**src/rtl/imm_pkg.sv**
```systemverilog
// Shared opcodes, format encodings and payload tag for the immediate generator.
package imm_pkg;

  localparam logic [6:0] OP_IMM    = 7'h13;
  localparam logic [6:0] OP_LOAD   = 7'h03;
  localparam logic [6:0] OP_JALR   = 7'h67;
  localparam logic [6:0] OP_SYSTEM = 7'h73;
  localparam logic [6:0] OP_STORE  = 7'h23;
  localparam logic [6:0] OP_BRANCH = 7'h63;
  localparam logic [6:0] OP_LUI    = 7'h37;
  localparam logic [6:0] OP_AUIPC  = 7'h17;
  localparam logic [6:0] OP_JAL    = 7'h6F;
  localparam logic [6:0] OP_REG    = 7'h33;

  localparam logic [2:0] F3_SLLI      = 3'b001;
  localparam logic [2:0] F3_SRLI_SRAI = 3'b101;

  typedef enum logic [2:0] {
    FMT_R       = 3'd0,
    FMT_I       = 3'd1,
    FMT_S       = 3'd2,
    FMT_B       = 3'd3,
    FMT_U       = 3'd4,
    FMT_J       = 3'd5,
    FMT_SHAMT   = 3'd6,
    FMT_ILLEGAL = 3'd7
  } fmt_e;

  // Width-independent part of a decoded word; the XLEN-wide immediate is
  // joined to it inside the pipe, where XLEN is known.
  typedef struct packed {
    fmt_e fmt;
    logic illegal;
  } tag_t;

  function automatic logic is_shift_imm(input logic [2:0] funct3);
    return (funct3 == F3_SLLI) || (funct3 == F3_SRLI_SRAI);
  endfunction

endpackage

```
**src/rtl/imm_gen_pipe_if.sv**
```systemverilog
// Instruction-in / immediate-out handshake bundle for imm_gen_pipe.
interface imm_gen_pipe_if #(
  parameter int XLEN  = 32,
  parameter int CNT_W = 16
);
  logic             valid_i;
  logic             ready_o;
  logic [31:0]      instruction_i;
  logic             valid_o;
  logic             ready_i;
  logic [XLEN-1:0]  immediate_o;
  logic [2:0]       format_o;
  logic             illegal_o;
  logic [CNT_W-1:0] illegal_count_o;

  // Block side
  modport slave (
    input  valid_i, instruction_i, ready_i,
    output ready_o, valid_o, immediate_o, format_o, illegal_o, illegal_count_o
  );

  // Producer/consumer side
  modport master (
    output valid_i, instruction_i, ready_i,
    input  ready_o, valid_o, immediate_o, format_o, illegal_o, illegal_count_o
  );
endinterface

```
**src/rtl/imm_decode.sv**
```systemverilog
// Combinational opcode classification and immediate assembly.
module imm_decode
  import imm_pkg::*;
#(
  parameter int XLEN = 32
) (
  input  logic [31:0]     instruction,
  output logic [XLEN-1:0] immediate,
  output tag_t            tag
);

  logic [6:0]         opcode;
  logic [2:0]         funct3;
  logic signed [11:0] imm_i;
  logic signed [11:0] imm_s;
  logic signed [12:0] imm_b;
  logic signed [20:0] imm_j;
  logic signed [31:0] imm_u;
  logic [5:0]         shamt;
  fmt_e               fmt;

  assign opcode = instruction[6:0];
  assign funct3 = instruction[14:12];

  assign imm_i = instruction[31:20];
  assign imm_s = {instruction[31:25], instruction[11:7]};
  assign imm_b = {instruction[31], instruction[7], instruction[30:25],
                  instruction[11:8], 1'b0};
  assign imm_j = {instruction[31], instruction[19:12], instruction[20],
                  instruction[30:21], 1'b0};
  assign imm_u = {instruction[31:12], 12'b0};

  // RV64 shifts use a 6-bit amount; on RV32 bit 25 belongs to funct7.
  assign shamt = (XLEN == 64) ? instruction[25:20] : {1'b0, instruction[24:20]};

  // Pick format and build the extended immediate; signed casts do the sign extension.
  always_comb begin
    fmt       = FMT_ILLEGAL;
    immediate = '0;
    case (opcode)
      OP_IMM: begin
        if (is_shift_imm(funct3)) begin
          fmt       = FMT_SHAMT;
          immediate = XLEN'(shamt);
        end else begin
          fmt       = FMT_I;
          immediate = XLEN'(imm_i);
        end
      end
      OP_LOAD, OP_JALR, OP_SYSTEM: begin
        fmt       = FMT_I;
        immediate = XLEN'(imm_i);
      end
      OP_STORE: begin
        fmt       = FMT_S;
        immediate = XLEN'(imm_s);
      end
      OP_BRANCH: begin
        fmt       = FMT_B;
        immediate = XLEN'(imm_b);
      end
      OP_LUI, OP_AUIPC: begin
        fmt       = FMT_U;
        immediate = XLEN'(imm_u);
      end
      OP_JAL: begin
        fmt       = FMT_J;
        immediate = XLEN'(imm_j);
      end
      OP_REG: begin
        fmt       = FMT_R;
        immediate = '0;
      end
      default: begin
        fmt       = FMT_ILLEGAL;
        immediate = '0;
      end
    endcase
  end

  assign tag.fmt     = fmt;
  assign tag.illegal = (fmt == FMT_ILLEGAL);

endmodule

```
**src/rtl/imm_gen_pipe.sv**
```systemverilog
// Pipelined immediate generator: decode, OUT/SKID buffer, illegal-opcode counter.
module imm_gen_pipe
  import imm_pkg::*;
#(
  parameter int XLEN  = 32,
  parameter int CNT_W = 16
) (
  input  logic         clk,
  input  logic         reset,
  imm_gen_pipe_if.slave bus
);

  typedef struct packed {
    logic [XLEN-1:0] imm;
    tag_t            tag;
  } word_t;

  localparam logic [CNT_W-1:0] CNT_MAX = {CNT_W{1'b1}};

  logic             accept;
  logic             drain;
  logic             out_load;
  logic             out_valid;
  logic             skid_valid;
  word_t            dec_word;
  word_t            out_q;
  word_t            skid_q;
  logic [CNT_W-1:0] illegal_count;

  imm_decode #(.XLEN(XLEN)) u_decode (
    .instruction (bus.instruction_i),
    .immediate   (dec_word.imm),
    .tag         (dec_word.tag)
  );

  // ready_o comes only from registered SKID state, so ready_i never reaches it.
  assign accept   = bus.valid_i && !skid_valid;
  assign drain    = out_valid && bus.ready_i;
  assign out_load = drain || !out_valid;

  // Occupancy: OUT refills from SKID first so order is kept, else from the new word.
  always_ff @(posedge clk or posedge reset) begin
    if (reset) begin
      out_valid  <= 1'b0;
      skid_valid <= 1'b0;
    end else if (out_load) begin
      out_valid  <= skid_valid || accept;
      skid_valid <= skid_valid && accept;
    end else begin
      skid_valid <= skid_valid || accept;
    end
  end

  // Payload registers only move when their slot is loaded, so a stalled OUT stays stable.
  always_ff @(posedge clk or posedge reset) begin
    if (reset) begin
      out_q  <= '0;
      skid_q <= '0;
    end else if (out_load) begin
      if (skid_valid) begin
        out_q <= skid_q;
      end else if (accept) begin
        out_q <= dec_word;
      end
      if (skid_valid && accept) begin
        skid_q <= dec_word;
      end
    end else if (accept) begin
      skid_q <= dec_word;
    end
  end

  // Count accepted illegal words, sticking at all-ones.
  always_ff @(posedge clk or posedge reset) begin
    if (reset) begin
      illegal_count <= '0;
    end else if (accept && dec_word.tag.illegal && (illegal_count != CNT_MAX)) begin
      illegal_count <= illegal_count + 1'b1;
    end
  end

  assign bus.ready_o         = !skid_valid;
  assign bus.valid_o         = out_valid;
  assign bus.immediate_o     = out_q.imm;
  assign bus.format_o        = out_q.tag.fmt;
  assign bus.illegal_o       = out_q.tag.illegal;
  assign bus.illegal_count_o = illegal_count;

endmodule

```
**src/flat_wrapper.sv**
```systemverilog
// flat-port wrapper written by rule: the top's interface ports become plain ports
module imm_gen_pipe_flat import imm_pkg::*;
#(
  parameter int XLEN  = 32,
  parameter int CNT_W = 16
)
  (clk, reset, bus_valid_i, bus_instruction_i, bus_ready_i, bus_ready_o, bus_valid_o, bus_immediate_o, bus_format_o, bus_illegal_o, bus_illegal_count_o);
  imm_gen_pipe_if #(.XLEN(XLEN), .CNT_W(CNT_W)) bus_i ();
  input  logic clk;
  input  logic reset;
  input wire logic [$bits(bus_i.valid_i)-1:0] bus_valid_i;
  input wire logic [$bits(bus_i.instruction_i)-1:0] bus_instruction_i;
  input wire logic [$bits(bus_i.ready_i)-1:0] bus_ready_i;
  output wire logic [$bits(bus_i.ready_o)-1:0] bus_ready_o;
  output wire logic [$bits(bus_i.valid_o)-1:0] bus_valid_o;
  output wire logic [$bits(bus_i.immediate_o)-1:0] bus_immediate_o;
  output wire logic [$bits(bus_i.format_o)-1:0] bus_format_o;
  output wire logic [$bits(bus_i.illegal_o)-1:0] bus_illegal_o;
  output wire logic [$bits(bus_i.illegal_count_o)-1:0] bus_illegal_count_o;
  assign bus_i.valid_i = bus_valid_i;
  assign bus_i.instruction_i = bus_instruction_i;
  assign bus_i.ready_i = bus_ready_i;
  assign bus_ready_o = bus_i.ready_o;
  assign bus_valid_o = bus_i.valid_o;
  assign bus_immediate_o = bus_i.immediate_o;
  assign bus_format_o = bus_i.format_o;
  assign bus_illegal_o = bus_i.illegal_o;
  assign bus_illegal_count_o = bus_i.illegal_count_o;
  imm_gen_pipe #(.XLEN(XLEN), .CNT_W(CNT_W)) u_core (.clk(clk), .reset(reset), .bus(bus_i));
endmodule
```
**config.mk**
```make
export PLATFORM = sky130hd
export DESIGN_NAME = imm_gen_pipe_flat
export DESIGN_NICKNAME = d
export VERILOG_FILES = /design/src/rtl/imm_pkg.sv /design/src/rtl/imm_gen_pipe_if.sv /design/src/rtl/imm_decode.sv /design/src/rtl/imm_gen_pipe.sv /design/src/flat_wrapper.sv
export SDC_FILE = /design/constraint.sdc
export NUM_CORES = 1
export LEC_CHECK = 0
export ABC_CLOCK_PERIOD_IN_PS = 7000
export CAP_MARGIN = 40
export CORE_UTILIZATION = 30
export CTS_CLUSTER_DIAMETER = 80
export DETAILED_ROUTE_END_ITERATION = 8
export PLACE_DENSITY = 0.59
export SLEW_MARGIN = 0
export SYNTH_ARGS = -nofsm -noshare
export SYNTH_HDL_FRONTEND = slang
export SYNTH_SLANG_ARGS = --single-unit
```
**constraint.sdc**
```tcl
create_clock -name clk -period 7 [get_ports clk]
set_input_delay 0.7 -clock clk [delete_from_list [all_inputs] [get_ports clk]]
set_output_delay 0.7 -clock clk [all_outputs]
set_load 0.03 [all_outputs]
```
# Yosys cells after proc, flatten, opt, wreduce, memory -nomap -nowiden
# Cells that the tools add are included.
# word_totals
out_inout_bits	54
word_cells	50
regBits	90
# classes
addsub	1
mux	9
n_reduce_logical	16
n_eq_ne	15
# ops
cell	n
$pmux 32 s6	1
$mux 36	4
$mux 32	1
$eq 7x7->1 const B	4
$eq 7x6->1 const B	3
$pmux 3 s7	1
$add 16x1->16 const B	1
$ne 16x16->1 const B	1
$eq 7x5->1 const B	2
$eq 7x2->1 const B	1
$eq 3x3->1 const B	2
$logic_and 1x1->1	5
$reduce_and 2->1	2
$reduce_bool 2->1	2
$eq 3x1->1 const B	1
$logic_or 1x1->1	3
$mux 3	1
$reduce_or 3->1	1
$logic_not 1->1	2
$ne 2x2->1 const B	1
$reduce_or 2->1	1
$mux 1	1

# Longest topological paths before layout
# Gate-level depths: netlist (run 1).
# depth
depth_word	7
mapped_depth	8
ltp_nobuf	5

# Hierarchy
# A second synthesis (run 1) with hierarchy kept.
# unflattened
cells_unflattened	433
area_unflattened_um2	4586.9
# modules_own_cells
mod	seq_area_each_um2	area_per_inst_um2	cells_per_inst	n_inst
imm_gen_pipe	2252.2	3852.4	314	1
imm_decode	0.0	734.5	119	1

# Worst setup path after synthesis (run 1)
# No wires, ideal clock.
# synth_timing
path_type	input port to flip-flop
from	input bus_instruction_i[6]
to	register u_core.illegal_count[1], in the netlist u_core.bus.illegal_count_o[1]
required_ns	6.875
path_stages	8
slack_ns	4.614
n_path_buf	3
arrival_time_ns	2.261
path_cell_list	buf_4 > nor2b_2 > nor4bb_1 > buf_6 > or4_4 > buf_6 > or2_4 > mux2_4
# synth_via
elab_chain_len	6
word_cells_on_any_way	16
# synth_lines
item	line_no	source
start: declaration	flat_wrapper.sv:12	input wire logic [$bits(bus_i.instruction_i)-1:0] bus_instruction_i;
$eq 7x2->1 (tied with other cells)	imm_decode.sv:40	case (opcode)
$reduce_or 3->1 / $reduce_or 2->1 (equally long branches)	imm_decode.sv:40	
$pmux 3 s7 *	imm_decode.sv:40	
$eq 3x3->1 *	imm_decode.sv:82	assign tag.illegal = (fmt == FMT_ILLEGAL);
$logic_and 1x1->1 * (2 in series)	imm_gen_pipe.sv:77	end else if (accept && dec_word.tag.illegal && (illegal_count != CNT_MAX)) begin
end signal: assignment	imm_gen_pipe.sv:78	illegal_count <= illegal_count + 1'b1;
end: declaration	imm_gen_pipe.sv:28	logic [CNT_W-1:0] illegal_count;
# Mark *: on every way between the ends. The rest lies on a longest branch, timed or not.
# A chain may end at the register's enable or synchronous reset.

# Worst setup path after layout (run 1)
# layout_timing
from	register u_core.skid_valid
to	output bus_ready_o
# layout_via
elab_chain_len	1
# layout_lines
item	line_no	source
start: declaration	imm_gen_pipe.sv:24	logic skid_valid;
start signal: assignment	imm_gen_pipe.sv:48	skid_valid <= skid_valid && accept;
start signal: assignment	imm_gen_pipe.sv:50	skid_valid <= skid_valid || accept;
$logic_not 1->1	imm_gen_pipe.sv:82	assign bus.ready_o = !skid_valid;
end: declaration	flat_wrapper.sv:14	output wire logic [$bits(bus_i.ready_o)-1:0] bus_ready_o;
# No other way between the ends.

==> results of run 1 <==
==> power by group through the flow <==
stage                     clock, mW  combinational (mW)  sequential, mW
after floorplan                   0               0.143           0.765
after global placement            0               0.401           0.676
after detailed placement          0               0.412           0.680
after CTS                     0.551               0.414           0.671
after global routing          0.579               0.444           0.681
final                         0.542               0.410           0.670
==> synth_stat cells, drive strengths merged, types with 2 or more instances <==
master	instances	share of area
a211oi	23	0.042
a21oi	27	0.033
a22oi	4	0.0072
a31oi	9	0.014
and3	15	0.023
buf	4	0.0091
clkbuf	21	0.019
dfrtp	90	0.54
inv	4	0.0036
mux2	3	0.0091
nand2	57	0.052
nand2b	2	0.0030
nand3	10	0.012
nand4	3	0.0045
nor2	56	0.051
nor2b	4	0.0066
nor3	28	0.034
nor4	4	0.0060
nor4bb	2	0.0048
o211ai	2	0.0036
o21a	3	0.0054
o21ai	34	0.041
or2	2	0.0036
or3	2	0.0030
xnor2	5	0.011
xor2	9	0.019
==> layout make-up <==
type | instances | area (um^2)
fill | 1314 | 7762
multi-input combinational | 320 | 1769
sequential | 90 | 2252
tap | 176 | 220.2
clock buffer | 10 | 239.0
timing repair buffer | 98 | 989.7
inverter | 5 | 20.02
clock inverter | 6 | 95.09
==> routing by layer <==
metal / vias to the layer above / part of all wire
li1: 1722 / -
met1: 1754 / 0.45
met2: 106 / 0.48
met3: 9 / 0.056
met4: 0 / 0.012
met5: - / 0
==> worst paths after layout <==
kind                            slack (ns)  cells past startpoint                      startpoint                                    endpoint
worst min register to register        0.47                      2    u_core.skid_q[2]$_DFFE_PP0P_                u_core.skid_q[2]$_DFFE_PP0P_
worst max-delay path                  3.65                      2     u_core.skid_valid$_DFF_PP0_                                 bus_ready_o
worst max register to register        4.15                      6  u_core.bus.valid_o$_DFFE_PP0N_               u_core.skid_q[32]$_DFFE_PP0P_
worst min-delay path                  0.47                      2    u_core.skid_q[2]$_DFFE_PP0P_                u_core.skid_q[2]$_DFFE_PP0P_
max in group asynchronous             5.39                      4                           reset      u_core.bus.immediate_o[13]$_DFFE_PP0P_
min in group asynchronous             0.62                      2                           reset  u_core.bus.illegal_count_o[15]$_DFFE_PP0P_
==> kinds of logic (layout without fill, tap and decap cells) <==
group | Yosys count | count (layout) | share of synthesized area
fa+ha+maj | 1 | 1 | 0.003020
compound gates | 110 | 110 | 0.1610
buf+inv | 30 | 119 | 0.03262
flops | 90 | 90 | 0.5436
xor+xnor | 14 | 14 | 0.02960
simple gates | 191 | 191 | 0.2187
mux | 4 | 4 | 0.01148
==> sequential cells by signal, indices dropped and copies added, names as in the netlist <==
register / flops
u_core.skid_valid: 1
u_core.bus.valid_o: 1
u_core.bus.format_o: 3
u_core.skid_q: 36
u_core.bus.immediate_o: 32
u_core.bus.illegal_o: 1
u_core.bus.illegal_count_o: 16
==> tightest hold or removal path, delay by kind of cell (launching register included) <==
family           cells  cell delay (ns)
flip-flops           1             0.34
AO/OA/AOI/OAI        1             0.06
AND/OR/NAND/NOR      1             0.04
==> metrics by stage <==
stage	area, um^2	std cells	worst slack, ns
5_1_grt	5585	705	3.509
3_3_place_gp	5182	684	2.925
3_5_place_dp	5251	689	3.396
6_report	5585	705	3.645
4_1_cts	5585	705	3.637
2_1_floorplan	4143	440	3.965
==> qor.csv, run 1 <==
stage,metric,value,unit
placement,place.gp.congestion,0.8419,
grt,use_met3,0.04373,
grt,track_usage,0.1689,
setup_path,worst-path-buf-inv,2,
clock_network,cts-resized-gates,0,
detailed_routing,postRouteAntennaNets,0,
sta,clock_skew,0.01044,ns
grt,met1_usage,0.2198,
floorplan,die_w,119.5,um
sta,max-slew-margin-rel,0.3795,
clock_network,clk_pin_slew,0.06,ns
clock_network,htreeDepth,3,
floorplan,start_util,0.3104,
setup_path,cpLargestDelayFamily,buffers and inverters,
run_status,status,finished clean,
placement,portBuffers,89,
detailed_routing,first_pass_iters,4,
detailed_routing,drt-total-wl,11.49,mm
grt,grt_pass1_wl,18.62,mm
sta,finalHoldViolations,0,
synth,netlist-cell-type-count,47,
sta,drv_slew,0,
sta,tns,0,ns
clock_network,cts_hold_buf,0,
grt,antenna_found_initial,0,
finish,final_util,0.4184,
detailed_routing,post_drt_wl_per_cell,16.30,um
pwr,p_leak,2.295,nW
pwr,vdd_drop_max,0.1205,mV
detailed_routing,viasPerCell,5.094,
sta,hold_ws,0.4746,ns
clock_network,clk_latency,0.35,ns
pwr,pwr-share-clk,0.334,
pwr,p_sw_frac,0.3174,
clock_network,cts_made_buffers,9,
sta,fmax,298.1,MHz
synth,seq_area_frac_synth,0.5436,
floorplan,num_io_pins,90,
grt,grt-busiest-layer,met2,
pwr,p_int,1.107,mW
floorplan,core_area,13350,um^2
detailed_routing,drtIter0Drc,285,
floorplan,dieHeight,119.5,um
setup_path,arrival,2.65,ns
clock_network,cts_root_buffer,clkbuf_16,
hold_path,hold_path.class,reg2reg,
grt,grt_pass1_vias,3559,
pwr,p_comb_frac,0.253,
floorplan,die_area,14280,um^2
sta,finalCriticalPeriod,3.355,ns
grt,grt_overflow,0,
setup_path,required,6.30,ns
finish,area_delta_synth_final,34.82,%
detailed_routing,remaining_drc_errors,0,
setup_path,crit_fanout,25,
sta,rsz0062_at_grt,false,
finish,layout-drive-gt1-share,0.07561,
finish,layout_common_cells,"90 x dfrtp_1, 89 x clkdlybuf4s50_1, 57 x nand2_1",
synth,ys_ff_latch,90,
setup_path,cp_cell_sequence,clkinv_1 -> clkdlybuf4s50_1,
pwr,p_switching,514.9,uW
synth,syn_avg_cell_area,9.415,um^2
placement,hpwlAfterDp,8.175,mm
clock_network,cts_tree,done,
pwr,pwr_density_cell,290.5,nW/um^2
synth,synth_edf_count,0,
floorplan,std_cell_rows,42,
synth,synth_cells,440,
grt,grt_util_met2,0.2738,
pwr,power,1.622,mW
synth,ys_async_sr_fraction,1.000,
grt,grt_max_degree,41,
finish,final_common_cell,dfrtp_1,
detailed_routing,vias,3591,
finish,diodes,0,
sta,setup_violations,0,
synth,synthFlopType,dfrtp_1,
synth,netlist_area,4143,um^2
clock_network,cts_max_path_buffers,2,
setup_path,slowest_delay,0.81,ns
pwr,seqPwrFrac,0.413,
synth,syn_nets,477,
finish,layout.nets,561,
setup_path,startpoint_type,flop,
sta,worstMarginPinSlew,0.9237,ns
run,maxCapViolCount,0,
setup_path,cpMaxStageDelayCell,clkdlybuf4s50_1,
clock_network,cts_setup_buffers,0,
setup_path,worstSetupEndpointType,output port,
setup_path,worst-setup-path-type,reg2out,
synth,ys_warn_count,0,
clock_network,clock-sinks,90,
sta,finalCritPeriodShare,0.4793,
Power figures use the tool's default switching activity.
==> run 2, diff against run 1 <==
--- a/config.mk
+++ b/config.mk
@@ -5,7 +5,7 @@
 export SDC_FILE = /design/constraint.sdc
 export NUM_CORES = 1
 export LEC_CHECK = 0
-export ABC_CLOCK_PERIOD_IN_PS = 7000
+export ABC_CLOCK_PERIOD_IN_PS = 3500
 export CAP_MARGIN = 40
 export CORE_UTILIZATION = 30
 export CTS_CLUSTER_DIAMETER = 80
==> constraint.sdc (replaced) <==
create_clock -name clk -period 3.5 [get_ports clk]
set_input_delay 0.35 -clock clk [delete_from_list [all_inputs] [get_ports clk]]
set_output_delay 0.35 -clock clk [all_outputs]
set_load 0.03 [all_outputs]
==> run 2 against run 1 <==
Largest cell class unchanged. Sequential share of layout area fell by 0.12 points. Utilization rose by 0.12 points. Power rose by 98%. Global-route usage rose by 0.10 points. First-iteration DRC count fell by 3.9%. Critical path type unchanged. Setup slack got worse by 2.7 ns. Critical path depth rose by 1.
==> qor.csv, run 2 (synthesis gave the netlist of run 1 again) <==
stage,metric,value,unit,change
run_status,status,finished clean,,
finish,nFillCells,1312,,-0.15%
clock_network,htreeDepth,3,,unchanged
clock_network,cts_max_path_buffers,2,,unchanged
sta,worstMarginPinSlew,0.8683,ns,-0.05535 ns
setup_path,cp_cell_sequence,clkinv_1 -> buf_4 -> clkdlybuf4s50_1,,
finish,layout_common_cells,"90 x dfrtp_1, 89 x clkdlybuf4s50_1, 57 x nand2_1",,
sta,rsz0062_at_grt,false,,
sta,finalCriticalPeriod,2.538,ns,
pwr,power,3.211,mW,+98%
placement,dp.cells,694,,+0.73%
placement,place.gp.congestion,0.8182,,-2.8%
clock_network,cts_root_buffer,clkbuf_16,,
setup_path,slowest_delay,0.75,ns,-0.06 ns
finish,instances_no_fill,710,,+0.71%
finish,regMostFlops,u_core.skid_q,,
clock_network,clock-sinks,90,,unchanged
floorplan,die_area,14280,um^2,unchanged
sta,drv_slew,0,,unchanged
setup_path,crit_fanout,24,,-4.0%
clock_network,clk_latency,0.34,ns,about the same
sta,clock_skew,0.009546,ns,-0.0008985 ns
grt,track_usage,0.1700,,+0.001034
run,maxCapViolCount,0,,unchanged
finish,largest_register_ffs,36,,unchanged
setup_path,worst-setup-path-type,reg2out,,
sta,max-slew-margin-rel,0.4167,,+0.03718
setup_path,worst-path-buf-inv,3,,+1
clock_network,clk_pin_slew,0.07,ns,about the same
detailed_routing,vias,3615,,+0.67%
floorplan,core_area,13350,um^2,unchanged
floorplan,std_cell_rows,42,,unchanged
placement,portBuffers,89,,unchanged
sta,setup_violations,0,,unchanged
setup_path,required,3.15,ns,-3.15 ns
setup_path,arrival,2.19,ns,-0.46 ns
clock_network,cts_setup_buffers,0,,unchanged
grt,grt_overflow,0,,unchanged
sta,worst_slack,0.9619,ns,-2.683 ns
hold_path,hold_path.class,in2async,,
setup_path,startpoint_type,flop,,
pwr,pwr_density_cell,573.2,nW/um^2,+97%
sta,tns,0,ns,unchanged
floorplan,start_util,0.3104,,unchanged
floorplan,die_w,119.5,um,unchanged
floorplan,num_io_pins,90,,unchanged
grt,grt_pass1_vias,3645,,+2.4%
placement,hpwlAfterDp,8.067,mm,-1.3%
grt,antenna_found_initial,0,,unchanged
grt,grt_max_degree,42,,+2.4%
clock_network,cts_made_buffers,9,,unchanged
setup_path,worstSetupEndpointType,output port,,
setup_path,cpMaxStageDelayCell,dfrtp_1,,
detailed_routing,first_pass_iters,4,,unchanged
detailed_routing,drt-total-wl,11.57,mm,+0.63%
finish,area_delta_synth_final,35.22,%,
pwr,vdd_drop_max,0.2335,mV,+94%
detailed_routing,remaining_drc_errors,0,,unchanged
placement,dp_slack,0.7776,ns,-2.619 ns
detailed_routing,post_drt_wl_per_cell,16.29,um,about the same
pwr,p_leak,2.308,nW,+0.56%
finish,diodes,0,,unchanged
detailed_routing,postRouteAntennaNets,0,,unchanged
detailed_routing,drtIter0Drc,274,,-3.9%
finish,final_common_cell,dfrtp_1,,
setup_path,cpLargestDelayFamily,buffers and inverters,,
sta,fmax,394.0,MHz,
grt,grt_pass1_wl,18.98,mm,+1.9%
clock_network,cts-resized-gates,0,,unchanged
clock_network,cts_hold_buf,0,,unchanged
clock_network,cts_tree,done,,
sta,finalHoldViolations,0,,unchanged
finish,layout.nets,566,,+0.89%
detailed_routing,viasPerCell,5.092,,about the same
sta,finalCritPeriodShare,0.7252,,
floorplan,dieHeight,119.5,um,unchanged
finish,layout-drive-gt1-share,0.08240,,+0.006783
==> run 2: power by group <==
part / switching, mW / internal, mW
Sequential: 0.135 / 1.21
Combinational: 0.468 / 0.356
Clock: 0.416 / 0.629
==> run 2: layer usage <==
metal  track usage  vias up  share of wire
met5             0        -              0
met4       0.05547        0          0.015
met2        0.2702      101           0.47
met1        0.2301     1752           0.46
li1              -     1748              -
met3       0.03660       14          0.050
==> run 2: area by class of cell <==
class	count	area [um^2]	area share
Timing Repair Buffer	103	1021	0.1823
Multi-Input combinational cell	320	1769	0.3158
Sequential cell	90	2252	0.4021
Tap cell	176	220.2	0.03931
Clock buffer	10	229.0	0.04088
Inverter	5	20.02	0.003574
Clock inverter	6	90.09	0.01608
==> run 2: metrics by stage <==
step	utilization	hold slack (ns)	area, um^2
6_report	0.4197	0.2717	5602
5_1_grt	0.4197	0.2951	5602
4_1_cts	0.4197	0.2761	5602
3_5_place_dp	0.3958	0.4639	5283
3_3_place_gp	0.3943	0.4522	5263
2_1_floorplan	-	0.4418	4143
==> run 2: worst paths after layout <==
path	startpoint	to	slack [ns]	cells after the start
setup / recovery	u_core.skid_valid$_DFF_PP0_	bus_ready_o	0.96	3
hold / removal	reset	u_core.bus.illegal_count_o[0]$_DFFE_PP0P_	0.27	2
setup reg to reg	u_core.skid_valid$_DFF_PP0_	u_core.bus.illegal_count_o[8]$_DFFE_PP0P_	1.40	6
hold reg to reg	u_core.skid_q[3]$_DFFE_PP0P_	u_core.skid_q[3]$_DFFE_PP0P_	0.47	2
max in group asynchronous	reset	u_core.skid_q[32]$_DFFE_PP0P_	2.46	4
min in group clk	u_core.skid_q[3]$_DFFE_PP0P_	u_core.skid_q[3]$_DFFE_PP0P_	0.47	2
==> run 3, diff against run 2 <==
--- a/config.mk
+++ b/config.mk
@@ -5,7 +5,7 @@
 export SDC_FILE = /design/constraint.sdc
 export NUM_CORES = 1
 export LEC_CHECK = 0
-export ABC_CLOCK_PERIOD_IN_PS = 3500
+export ABC_CLOCK_PERIOD_IN_PS = 2510
 export CAP_MARGIN = 40
 export CORE_UTILIZATION = 30
 export CTS_CLUSTER_DIAMETER = 80
==> constraint.sdc (replaced) <==
create_clock -name clk -period 2.51 [get_ports clk]
set_input_delay 0.251 -clock clk [delete_from_list [all_inputs] [get_ports clk]]
set_output_delay 0.251 -clock clk [all_outputs]
set_load 0.03 [all_outputs]
==> run 3 against run 2 <==
Largest cell class unchanged. Clock power grew 32%. Worst hold slack gained 0.088 ns. Routed wire length grew 0.19%. Die area is the same. Setup slack lost 0.84 ns. Design area grew 0.94%. Final cell count grew 1.3%.
==> qor.csv, run 3 (synthesis gave the netlist of run 1 again) <==
stage,metric,value,unit,change
pwr,p_switching,1.414,mW,+39%
run_status,status,finished clean,,
setup_path,required,2.26,ns,-0.89 ns
setup_path,arrival,2.13,ns,-0.06 ns
setup_path,worst-setup-path-type,reg2out,,
sta,rsz0062_at_grt,false,,
placement,dp.cells,703,,+1.3%
finish,regArea,2252,um^2,unchanged
clock_network,htreeDepth,3,,unchanged
sta,finalCritPeriodShare,0.9505,,
floorplan,dieHeight,119.5,um,unchanged
finish,regMostFlops,u_core.skid_q,,
placement,dpl_cell_area,5350,um^2,+1.3%
finish,area_delta_synth_final,36.48,%,
setup_path,cp_cell_sequence,clkinv_1 -> buf_4 -> clkdlybuf4s50_1,,
pwr,seqPwrFrac,0.425,,+0.007
finish,final_common_cell,dfrtp_1,,
clock_network,cts_hold_buf,0,,unchanged
pwr,vdd_drop_max,0.3496,mV,+50%
detailed_routing,drtIter0Drc,241,,-12%
sta,max-slew-margin-rel,0.4695,,+0.05285
setup_path,startpoint_type,flop,,
detailed_routing,post_drt_wl_per_cell,16.12,um,-1.1%
sta,finalCriticalPeriod,2.386,ns,
sta,worstMarginPinSlew,0.7957,ns,-0.07260 ns
grt,track_usage,0.1666,,-0.003322
grt,grt_pass1_wl,18.49,mm,-2.5%
floorplan,std_cell_rows,42,,unchanged
pwr,pwr_density_cell,778.7,nW/um^2,+36%
floorplan,core_area,13350,um^2,unchanged
placement,portBuffers,89,,unchanged
clock_network,cts_max_path_buffers,2,,unchanged
clock_network,cts_tree,done,,
sta,clock_skew,0.007029,ns,-0.002516 ns
floorplan,die_area,14280,um^2,unchanged
run,maxCapViolCount,0,,unchanged
grt,antenna_found_initial,0,,unchanged
finish,layout_common_cells,"90 x dfrtp_1, 89 x clkdlybuf4s50_1, 57 x nand2_1",,
setup_path,slowest_delay,0.72,ns,-0.03 ns
finish,multiInputGateArea,1767,um^2,-0.14%
sta,tns,0,ns,unchanged
floorplan,num_io_pins,90,,unchanged
grt,grt_pass1_vias,3602,,-1.2%
sta,drv_slew,0,,unchanged
setup_path,worst-path-buf-inv,3,,unchanged
sta,worst_slack,0.1241,ns,-0.8378 ns
pwr,p_int,2.989,mW,+36%
pwr,pwr-share-clk,0.311,,-0.014
placement,place.gp.congestion,0.8693,,+6.2%
clock_network,cts_made_buffers,9,,unchanged
detailed_routing,drt-total-wl,11.59,mm,+0.19%
sta,finalHoldViolations,0,,unchanged
finish,largest_register_ffs,36,,unchanged
floorplan,start_util,0.3104,,unchanged
floorplan,die_w,119.5,um,unchanged
setup_path,cpMaxStageDelayCell,dfrtp_1,,
hold_path,hold_path.class,in2async,,
pwr,p_comb_frac,0.264,,+0.007
finish,layout.nets,575,,+1.6%
setup_path,worstSetupEndpointType,output port,,
setup_path,crit_fanout,24,,unchanged
clock_network,cts-resized-gates,0,,unchanged
placement,hpwlAfterDp,8.275,mm,+2.6%
pwr,p_sw_frac,0.3210,,+0.003547
finish,final_util,0.4236,,+0.003937
detailed_routing,viasPerCell,5.090,,about the same
detailed_routing,vias,3660,,+1.2%
clock_network,clock-sinks,90,,unchanged
finish,layout-drive-gt1-share,0.09761,,+0.01521
clock_network,cts_root_buffer,clkbuf_16,,
grt,grt_overflow,0,,unchanged
detailed_routing,first_pass_iters,5,,+1
finish,nFillCells,1316,,+0.30%
clock_network,cts_setup_buffers,0,,unchanged
finish,instances_no_fill,719,,+1.3%
finish,diodes,0,,unchanged
finish,final_area,5654,um^2,+0.94%
sta,fmax,419.1,MHz,
grt,grt_max_degree,35,,-17%
detailed_routing,remaining_drc_errors,0,,unchanged
placement,dp_slack,0.06960,ns,-0.7080 ns
clock_network,clk_latency,0.34,ns,about the same
detailed_routing,postRouteAntennaNets,0,,unchanged
clock_network,clk_pin_slew,0.07,ns,about the same
sta,setup_violations,0,,unchanged
pwr,p_leak,2.344,nW,+1.6%
setup_path,cpLargestDelayFamily,buffers and inverters,,
[run 3: final cells by class]
cell class	count	share of cell area
flip-flops and latches	90	0.3983
well taps	176	0.03895
clock buffers	10	0.04227
clock inverters	6	0.01151
inverters	5	0.003983
repair buffers	112	0.1925
multi-input cells	320	0.3125
[run 3: power by group through the flow]
stage	registers [mW]	clock network, mW	logic (mW)
floorplan	2.13	0	0.399
global placement	1.88	0	1.15
detailed placement	1.89	0	1.17
CTS	1.87	1.40	1.18
global route	1.90	1.47	1.26
finish	1.87	1.37	1.16
[run 3: per-stage QoR]
stage,hold WS [ns],power (mW)
2_1_floorplan,0.3743,2.531
3_3_place_gp,0.4532,3.036
3_5_place_dp,0.4625,3.064
4_1_cts,0.3768,4.442
5_1_grt,0.4252,4.625
6_report,0.3597,4.403
[run 3: worst paths after layout]
| kind | from | to | slack, ns | cells past startpoint |
|---|---|---|---|---|
| max | u_core.skid_valid$_DFF_PP0_ | bus_ready_o | 0.12 | 3 |
| min | reset | u_core.bus.illegal_count_o[5]$_DFFE_PP0P_ | 0.36 | 2 |
| max reg2reg | u_core.skid_valid$_DFF_PP0_ | u_core.bus.illegal_count_o[1]$_DFFE_PP0P_ | 0.42 | 5 |
| min reg2reg | u_core.skid_q[14]$_DFFE_PP0P_ | u_core.skid_q[14]$_DFFE_PP0P_ | 0.47 | 2 |
| max in group asynchronous | reset | u_core.bus.immediate_o[9]$_DFFE_PP0P_ | 1.58 | 3 |
| min in group clk | u_core.skid_q[14]$_DFFE_PP0P_ | u_core.skid_q[14]$_DFFE_PP0P_ | 0.47 | 2 |
[run 3: layer usage]
layer | track usage | wire length, um | vias up
met5 | 0 | 0 | -
met4 | 0.06563 | 203 | 0
met3 | 0.03042 | 520 | 15
met2 | 0.2655 | 5507 | 119
met1 | 0.2241 | 5355 | 1773
li1 | - | - | 1753
